--- src/rtl/seg7_pkg.sv ---
`default_nettype none
// ============================================================================
// Module      : seg7_pkg
// Description : Shared constants and types for the 7-segment scan controller.
// Revision    : 1.0 - initial release
// ============================================================================
package seg7_pkg;

    // All segments dark.
    localparam logic [6:0] SEG_OFF = 7'b0000000;

    // Width of one BCD digit.
    localparam int BCD_W = 4;

    // Scan controller states.
    typedef enum logic [1:0] {
        IDLE  = 2'd0,
        BLANK = 2'd1,
        SHOW  = 2'd2
    } scan_state_t;

endpackage : seg7_pkg
`default_nettype wire

--- src/rtl/seg7.sv ---
`default_nettype none
// ============================================================================
// Module      : seg7
// Description : BCD to 7-segment decoder, segments a..g on x[0:6],
//               active-high. Codes above 9 decode to X; callers must mask.
// Revision    : 1.0 - initial release
// ============================================================================
module seg7
    import seg7_pkg::*;
(
    input  logic [BCD_W-1:0] s,
    output logic [0:6]       x
);

    // Segment pattern lookup for decimal digits.
    always_comb begin
        case (s)
            4'd0:    x = 7'b1111110;
            4'd1:    x = 7'b0110000;
            4'd2:    x = 7'b1101101;
            4'd3:    x = 7'b1111001;
            4'd4:    x = 7'b0110011;
            4'd5:    x = 7'b1011011;
            4'd6:    x = 7'b1011111;
            4'd7:    x = 7'b1110000;
            4'd8:    x = 7'b1111111;
            4'd9:    x = 7'b1111011;
            default: x = 7'bxxxxxxx;
        endcase
    end

endmodule : seg7
`default_nettype wire

--- src/rtl/seg7_scan.sv ---
`default_nettype none
// ============================================================================
// Module      : seg7_scan
// Description : Time-multiplexed scan controller for an NDIGITS 7-segment
//               display with double-buffered frame, anti-ghosting blank,
//               leading-zero suppression and invalid-code masking.
// Revision    : 1.0 - initial release
// ============================================================================
module seg7_scan #(
    parameter int NDIGITS = 4,
    parameter int DIV     = 1000,
    parameter int BLANK   = 8
) (
    input  logic                   clk,
    input  logic                   rst_n,
    input  logic                   en,
    input  logic                   load,
    input  logic [4*NDIGITS-1:0]   din,
    input  logic [NDIGITS-1:0]     dp_in,
    input  logic                   lz_en,
    output logic [0:6]             seg,
    output logic                   dp,
    output logic [NDIGITS-1:0]     an,
    output logic                   frame_done
);
    import seg7_pkg::*;

    localparam int CNT_W = $clog2(DIV);
    localparam int IDX_W = (NDIGITS > 2) ? $clog2(NDIGITS) : 1;

    localparam logic [CNT_W-1:0] c_blank_last = CNT_W'(BLANK - 1);
    localparam logic [CNT_W-1:0] c_cnt_last   = CNT_W'(DIV - 1);
    localparam logic [CNT_W-1:0] c_cnt_prev   = CNT_W'(DIV - 2);
    localparam logic [IDX_W-1:0] c_idx_last   = IDX_W'(NDIGITS - 1);

    scan_state_t                     r_state;
    logic [CNT_W-1:0]                r_cnt;
    logic [IDX_W-1:0]                r_idx;

    logic [NDIGITS-1:0][BCD_W-1:0]   r_pend;
    logic [NDIGITS-1:0]              r_pend_dp;
    logic                            r_pend_valid;
    logic [NDIGITS-1:0][BCD_W-1:0]   r_act;
    logic [NDIGITS-1:0]              r_act_dp;

    logic                            w_boundary;
    logic                            w_pre_boundary;
    logic [BCD_W-1:0]                w_code;
    logic [0:6]                      w_seg_raw;
    logic                            w_invalid;
    logic                            w_blank_lz;
    logic [NDIGITS:0]                w_zero_from;

    // Last cycle of the last digit's slot; buffer swap happens on its edge.
    assign w_boundary     = (r_state == SHOW) && (r_idx == c_idx_last) && (r_cnt == c_cnt_last);
    // One cycle earlier, so the registered frame_done lands on the boundary cycle.
    assign w_pre_boundary = (r_state == SHOW) && en && (r_idx == c_idx_last) && (r_cnt == c_cnt_prev);

    assign w_code    = r_act[r_idx];
    assign w_invalid = (w_code > BCD_W'(9));

    // w_zero_from[i] is set when digits i..NDIGITS-1 are all zero.
    assign w_zero_from[NDIGITS] = 1'b1;
    for (genvar gi = 0; gi < NDIGITS; gi++) begin : g_lz
        assign w_zero_from[gi] = (r_act[gi] == '0) && w_zero_from[gi+1];
    end

    // Digit 0 is never suppressed so a zero value still shows "0".
    assign w_blank_lz = lz_en && (r_idx != '0) && w_zero_from[r_idx];

    seg7 u_seg7 (
        .s (w_code),
        .x (w_seg_raw)
    );

    // Scan sequencing: blank then show each digit slot, wrapping the digit index.
    always_ff @(posedge clk or negedge rst_n) begin
        if (!rst_n) begin
            r_state <= IDLE;
            r_cnt   <= '0;
            r_idx   <= '0;
        end else if (!en) begin
            r_state <= IDLE;
            r_cnt   <= '0;
            r_idx   <= '0;
        end else begin
            case (r_state)
                IDLE: begin
                    r_state <= seg7_pkg::BLANK;
                    r_cnt   <= '0;
                    r_idx   <= '0;
                end
                seg7_pkg::BLANK: begin
                    if (r_cnt == c_blank_last) begin
                        r_state <= SHOW;
                    end
                    r_cnt <= r_cnt + 1'b1;
                end
                SHOW: begin
                    if (r_cnt == c_cnt_last) begin
                        r_state <= seg7_pkg::BLANK;
                        r_cnt   <= '0;
                        r_idx   <= (r_idx == c_idx_last) ? '0 : r_idx + 1'b1;
                    end else begin
                        r_cnt <= r_cnt + 1'b1;
                    end
                end
                default: begin
                    r_state <= IDLE;
                    r_cnt   <= '0;
                    r_idx   <= '0;
                end
            endcase
        end
    end

    // Double buffer: pending takes every load, active swaps only at the frame boundary.
    always_ff @(posedge clk or negedge rst_n) begin
        if (!rst_n) begin
            r_pend       <= '0;
            r_pend_dp    <= '0;
            r_pend_valid <= 1'b0;
            r_act        <= '0;
            r_act_dp     <= '0;
        end else begin
            if (load) begin
                r_pend    <= din;
                r_pend_dp <= dp_in;
            end
            if (w_boundary) begin
                r_pend_valid <= 1'b0;
                if (load) begin
                    r_act    <= din;
                    r_act_dp <= dp_in;
                end else if (r_pend_valid) begin
                    r_act    <= r_pend;
                    r_act_dp <= r_pend_dp;
                end
            end else if (load) begin
                r_pend_valid <= 1'b1;
            end
        end
    end

    // Registered pin drivers computed from the current scan position.
    always_ff @(posedge clk or negedge rst_n) begin
        if (!rst_n) begin
            seg        <= SEG_OFF;
            dp         <= 1'b0;
            an         <= '0;
            frame_done <= 1'b0;
        end else begin
            frame_done <= w_pre_boundary;
            if (r_state == SHOW) begin
                an  <= NDIGITS'(1) << r_idx;
                seg <= (w_invalid || w_blank_lz) ? SEG_OFF : w_seg_raw;
                dp  <= r_act_dp[r_idx];
            end else begin
                an  <= '0;
                seg <= SEG_OFF;
                dp  <= 1'b0;
            end
        end
    end

endmodule : seg7_scan
`default_nettype wire

--- config.mk ---
export PLATFORM = sky130hd
export DESIGN_NAME = seg7_scan
export DESIGN_NICKNAME = d
export VERILOG_FILES = /design/src/rtl/seg7_pkg.sv /design/src/rtl/seg7.sv /design/src/rtl/seg7_scan.sv
export SDC_FILE = /design/constraint.sdc
export NUM_CORES = 1
export LEC_CHECK = 0
export BUFFER_PORTS_ARGS = -buffer_cell sky130_fd_sc_hd__clkbuf_2
export CORE_MARGIN = 2
export CORE_UTILIZATION = 61
export CTS_CLUSTER_SIZE = 25
export DETAILED_ROUTE_END_ITERATION = 10
export PLACE_DENSITY = 0.85
export REMOVE_ABC_BUFFERS = 1
export SLEW_MARGIN = 0
export SYNTH_ARGS = -nofsm -noshare
export SYNTH_HDL_FRONTEND = slang
export SYNTH_HIERARCHICAL = 1
export SYNTH_SLANG_ARGS = --single-unit
--- constraint.sdc ---
create_clock -name clk -period 3.4 [get_ports clk]
set_clock_uncertainty 0.15 [all_clocks]
set_input_delay 0.68 -clock clk [delete_from_list [all_inputs] [get_ports clk]]
set_output_delay 0.68 -clock clk [all_outputs]
set_load 0.03 [all_outputs]
* Yosys cells after proc, flatten, opt, wreduce, memory -nomap -nowiden
Memories as Yosys holds them, arrays and structs flattened.
Index checks and enable logic that the tools add are counted.
W data, S select, Z words.
** Operators by class
- Shift-type cells :: 1
- $mul :: 0
- $lt $le $gt $ge :: 3
- Reduce and logical (&&, ||, !) cells :: 22
- Div/mod/pow operators :: 0
- Add/sub/neg operators :: 2
- Equality and inequality tests :: 9
- Muxes and demuxes :: 27
- Bitwise operators :: 0
** Operators by type and width (count)
- $mux W16 :: 2
- $eq A10 B10 Y1 const B :: 2
- $mux W10 :: 2
- $pmux W10 S2 :: 1
- $logic_not A4 Y1 :: 4
- $mux W4 :: 4
- $mux W7 :: 2
- $mux W2 :: 6
- $add A10 B1 Y10 const B :: 1
- $eq A10 B3 Y1 const B :: 1
- $logic_and A1 B1 Y1 :: 10
- $bmux W4 S2 :: 1
- $pmux W2 S3 :: 1
- $reduce_and A2 Y1 :: 3
- $reduce_bool A2 Y1 :: 3
- $mux W1 :: 5
- $bmux W1 S2 :: 2
- $eq A2 B2 Y1 const B :: 2
- $gt A4 B4 Y1 const B :: 1
- $lt A2 B4 Y1 const B :: 1
- $pmux W2 S2 :: 1
- $shl A1 B2 Y4 const A :: 1
- $lt A2 B3 Y1 const B :: 1
- $ne A3 B2 Y1 const B :: 1
- 6 further kinds :: 6
** Word-level totals
- RAM bits :: 0
- Memories :: 1
- Bits in registers :: 68
- Input bits :: 25
- Word-level logic and storage cells :: 83
- Latch bits :: 0
- ROM bits :: 112
** Memories
- (name not given) :: words 16, bits a word 7, rd ports 1, clocked after Yosys merged registers in 0, write ports 0, RTL line seg7.sv:17 : case (s)

* Logic depth before layout (Yosys ltp)
- Word-level depth :: 10
- Mapped depth :: 7
- Gate-level depth less buffers :: 6

* Cells and area by module
The synthesis kept the hierarchy.
** By module, submodules not included
- seg7_scan :: cells each 220, sequential area each 1701.6 sq um, area each 2972.9 sq um, instances 1
- seg7 :: cells each 23, sequential area each 0.0 sq um, area each 173.9 sq um, instances 1

* Least setup slack after synthesis
No wires, ideal clock.
- Kind :: register to register
- From :: register r_idx[0]
- To :: register seg[3] (netlist bit)
- Stages on the path, launching flop included :: 8
- Path slack :: 1280 ps
- Period minus slack after synthesis :: 2120 ps
- Arrival time :: 1831 ps
- Library setup time :: 139 ps
- Data required time :: 3111 ps
- Cell sequence :: dfrtp_1 buf_6 mux4_2 inv_1 ha_1 nand2b_1 a21o_1 nor3b_1
** RTL lines
- start, declared :: RTL line seg7_scan.sv:38 : logic [IDX_W-1:0] r_idx;
- start signal, assigned :: RTL line seg7_scan.sv:103 : r_idx <= (r_idx == c_idx_last) ? '0 : r_idx + 1'b1;
- $bmux W4 S2 :: RTL line seg7_scan.sv:59 : assign w_code = r_act[r_idx];
- $mux W4 (implied by the code) :: RTL line seg7_scan.sv:59
- named net w_code[0] :: RTL line seg7_scan.sv:48 : logic [BCD_W-1:0] w_code;
- $mem_v2 Z16 W7
- named net w_seg_raw (one bit) :: RTL line seg7_scan.sv:49 : logic [0:6] w_seg_raw;
- $mux W7 :: RTL line seg7_scan.sv:156 : seg <= (w_invalid || w_blank_lz) ? SEG_OFF : w_seg_raw;
- $mux W7 :: RTL line seg7_scan.sv:154 : if (r_state == SHOW) begin
- end signal, assigned :: RTL line seg7_scan.sv:156
- end, declared :: RTL line seg7_scan.sv:21 : output logic [0:6] seg,
The timed path passes the listed nets, and every way through them passes these cells. The select of a mux whose other input is x is not followed.
A chain may end at the register's enable or synchronous reset.

* Worst setup path after layout
Ends and elaborated chain as after synthesis.

==> impl_metrics.csv <==
group,metric,value,unit
route,num_vias,1931,
grt,antenna_found_initial,0,
sta,fin_setup_tns,0,ns
grt,grt_start_max_net_pins,35,
floorplanning,die_h,75.83,um
grt,grt_usage,22.33,%
clock_network,ctsHoldBuffers,0,
route,met2_length,2801,um
pwr,power_frac_comb,17.4,%
yosys,synth.avg_cell_area,12.95,um^2
worst_setup_path,worstSetupEndpointType,"register",
finish,post_route_cells_drive_above_1_share,36.77,%
yosys,yosysTopAreaCellShare,54.08,%
worst_setup_path,timing.rr.end,"seg[3]",
pwr,p_int,1.396,mW
finish,regArea,1702,um^2
route,routed_wl,5459,um
pwr,seqPwrFrac,47.5,%
grt,grt_pass1_wl,9294,um
clock_network,worstSkewPairLatency,0.34,ns
place,gp_congestion,0.7837,
hold_path,hold_class,"input pin to async pin",
sta,finalSetupViolCount,0,
clock_network,clkTransAtPathRegs,0.08,ns
sta,hold_viol,0,
yosys,synth_sequential_area_ratio,54.08,%
sta,tightestPinTransition,0.8170,ns
worst_setup_path,rrSetupSlack,1.03,ns
place,post-dp-hpwl,3688,um
finish,filler_cell_count,358,
worst_setup_path,cp-start-kind,"register",
worst_setup_path,arrival,2.41,ns
clock_network,postCtsSetupBuffers,0,
route,met1_length,2344,um
clock_network,cts-root-buf,"clkbuf_8",
grt,grt_pass1_vias,2021,
clock_network,htreeDepth,3,
route,dr.pass1.iters,4,
yosys,synthArstFlopShare,100.0,%
worst_setup_path,reg2reg_from,"r_idx[0]",
floorplanning,io_pins,38,
route,drc,0,
clock_network,cts_buffers,9,
yosys,synthFlopType,"dfrtp_1",
finish,nets,327,
yosys,ys_ff_latch,68,
route,ant_nets,0,
pwr,ir_drop,0.0004581,V
finish,multiInputGateArea,1348,um^2
floorplanning,die_area,5749,um^2
finish,syn2layout_area_growth,14.43,%
worst_setup_path,crit_required,3.44,ns
worst_setup_path,critPathKind,"register to register",
finish,diodes,0,
sta,fmax,421.5,MHz
worst_setup_path,rr_worst_depth,6,
place,portBuffers,37,
yosys,synth_edf_count,0,
route,dr.max_layer_used,"met4",
sta,rsz0062_at_grt,"false",
floorplanning,die_width,75.83,um
grt,grt-ovfl-total,0,
pwr,power-per-cell-area,538.5,nW/um^2
sta,slew_viol_final,0,
clock_network,cts_sinks,68,
floorplanning,start_util,62.41,%
floorplanning,rows,26,
sta,period_share,69.77,%
clock_network,cts_buffer_depth,2,
sta,relSlewSlack,45.53,%
worst_setup_path,critical_path.max_fanout,10,
job,maxCapViolations,0,
clock_network,cts_tree,"built",
route,wl_met3,215,um
route,drtIter0Drc,78,
pwr,leakagePower,1.660,nW
route,viasPerCell,5.349,
worst_setup_path,crit_chain,"mux4_2 > inv_1 > ha_1 > nand2b_1 > a21o_1 > nor3b_1",
yosys,synthCells,243,
run_status,run_status,"finished clean",
pwr,p_sw_share,28.01,%
yosys,synthTopCellsByArea,"dfrtp_1 54%, mux2_2 14%, ha_1 6.4%, mux4_2 3.6%, nor2_1 2.4%",
clock_network,post_cts_resized,0,
pwr,p_switching,0.5431,mW
pwr,p_total,1.939,mW
yosys,yosysTopAreaCell,"dfrtp_1",
route,wl_per_cell,15.12,um
worst_setup_path,cp_slowest_cell,"mux4_2",
sta,finalCriticalPeriod,2.372,ns
floorplanning,core_area,5042,um^2
yosys,synth_area,3147,um^2
yosys,yosys_warnings,6,
pwr,clockPowerShare,35.1,%
worst_setup_path,slowest_delay,0.62,ns
yosys,yosysUniqueCellTypes,39,
[area by class of cell]
| type | instances | share of cell area [%] |
|---|---|---|
| Timing Repair Buffer | 40 | 5.768 |
| Sequential cell | 68 | 47.26 |
| Tap cell | 70 | 2.432 |
| Inverter | 12 | 1.251 |
| Clock inverter | 5 | 1.668 |
| Multi-Input combinational cell | 155 | 37.42 |
| Clock buffer | 11 | 4.204 |
[through the flow]
step	std cells	worst slack [ns]	hold WS, ns	util, %	instance area (um^2)
floorplan	235	0.9486	0.2344	-	3094
global placement	345	1.085	0.3241	67.22	3390
detailed placement	345	1.042	0.3295	67.22	3390
CTS	361	1.000	0.2895	71.41	3601
global route	361	0.8791	0.3222	71.41	3601
finish	361	1.028	0.2754	71.41	3601
[per-layer routing]
layer	global-route usage [%]	vias to the layer above
met2	36.88	44
li1	-	931
met5	0	-
met1	27.13	946
met4	10.92	0
met3	5.952	10
[cell usage after synthesis, types with 7 or more instances]
library cell / number
dfrtp_1: 68
ha_1: 16
nor2_1: 20
mux2_2: 39
nand2_1: 10
inv_1: 12
nor3b_1: 7
[flip-flops by register name, summed over array words and instances (netlist names)]
register	count
frame_done	1
an	4
r_cnt	10
r_pend	16
r_pend_dp	4
r_act_dp	4
dp	1
r_pend_valid	1
seg	7
r_state	2
r_idx	2
r_act	16
[cell usage in the layout, fill, tap and decap left out, types with 2 or more instances in the layout]
master	Yosys	final
buf_4	0	3
mux4_2	5	5
a21o_1	2	2
nor2_1	20	20
nor3_1	4	4
and2_1	5	5
nor4_1	5	5
nand3b_1	2	2
clkbuf_2	0	37
clkbuf_8	0	11
ha_1	16	16
mux2i_1	3	3
nor3b_1	7	7
dfrtp_1	68	68
clkinvlp_4	0	4
xor2_1	3	3
a21oi_1	2	2
nand3_1	5	5
nand2_1	10	10
mux2_2	39	39
xnor2_1	5	5
nand4_1	2	2
inv_1	12	12
nand2b_1	3	3
[cells by family after synthesis]
group	count (synthesis)	synth area share (%)
DFF	68	54.08
buffers and inverters	20	3.101
xor gates and xnor gates	8	2.227
and+or+nand+nor	71	12.33
AOI/OAI and AO/OA	12	3.061
adders and majority gates	16	6.362
muxes	48	18.85
[how the worst max path moves through the flow]
stage              from        to  slack (ns)
5_1_grt        r_idx[0]    seg[3]        0.88
2_1_floorplan  r_cnt[0]  r_act[0]        0.95
4_1_cts        r_idx[0]    seg[3]        1.00
6_report       r_idx[0]    seg[3]        1.03
3_5_place_dp   r_idx[0]    seg[3]        1.04
3_3_place_gp   r_idx[0]    seg[3]        1.09
[power groups by stage]
stage / clock (mW) / combinational [mW] / sequential (mW)
final: 0.681 / 0.338 / 0.920
after detailed placement: 0 / 0.337 / 0.937
after global routing: 0.733 / 0.380 / 0.931
after global placement: 0 / 0.330 / 0.932
after CTS: 0.694 / 0.342 / 0.921
after floorplan: 0 / 0.190 / 0.975
[worst max-delay path: cells and delay by family, from the launching register on]
family          cells  cell delay [ns]
mux                 1             0.62
flops               1             0.61
simple gates        2             0.27
fa+ha+maj           1             0.26
compound gates      1             0.17
buf+inv             1             0.16
(Power assumes the default switching activity.)
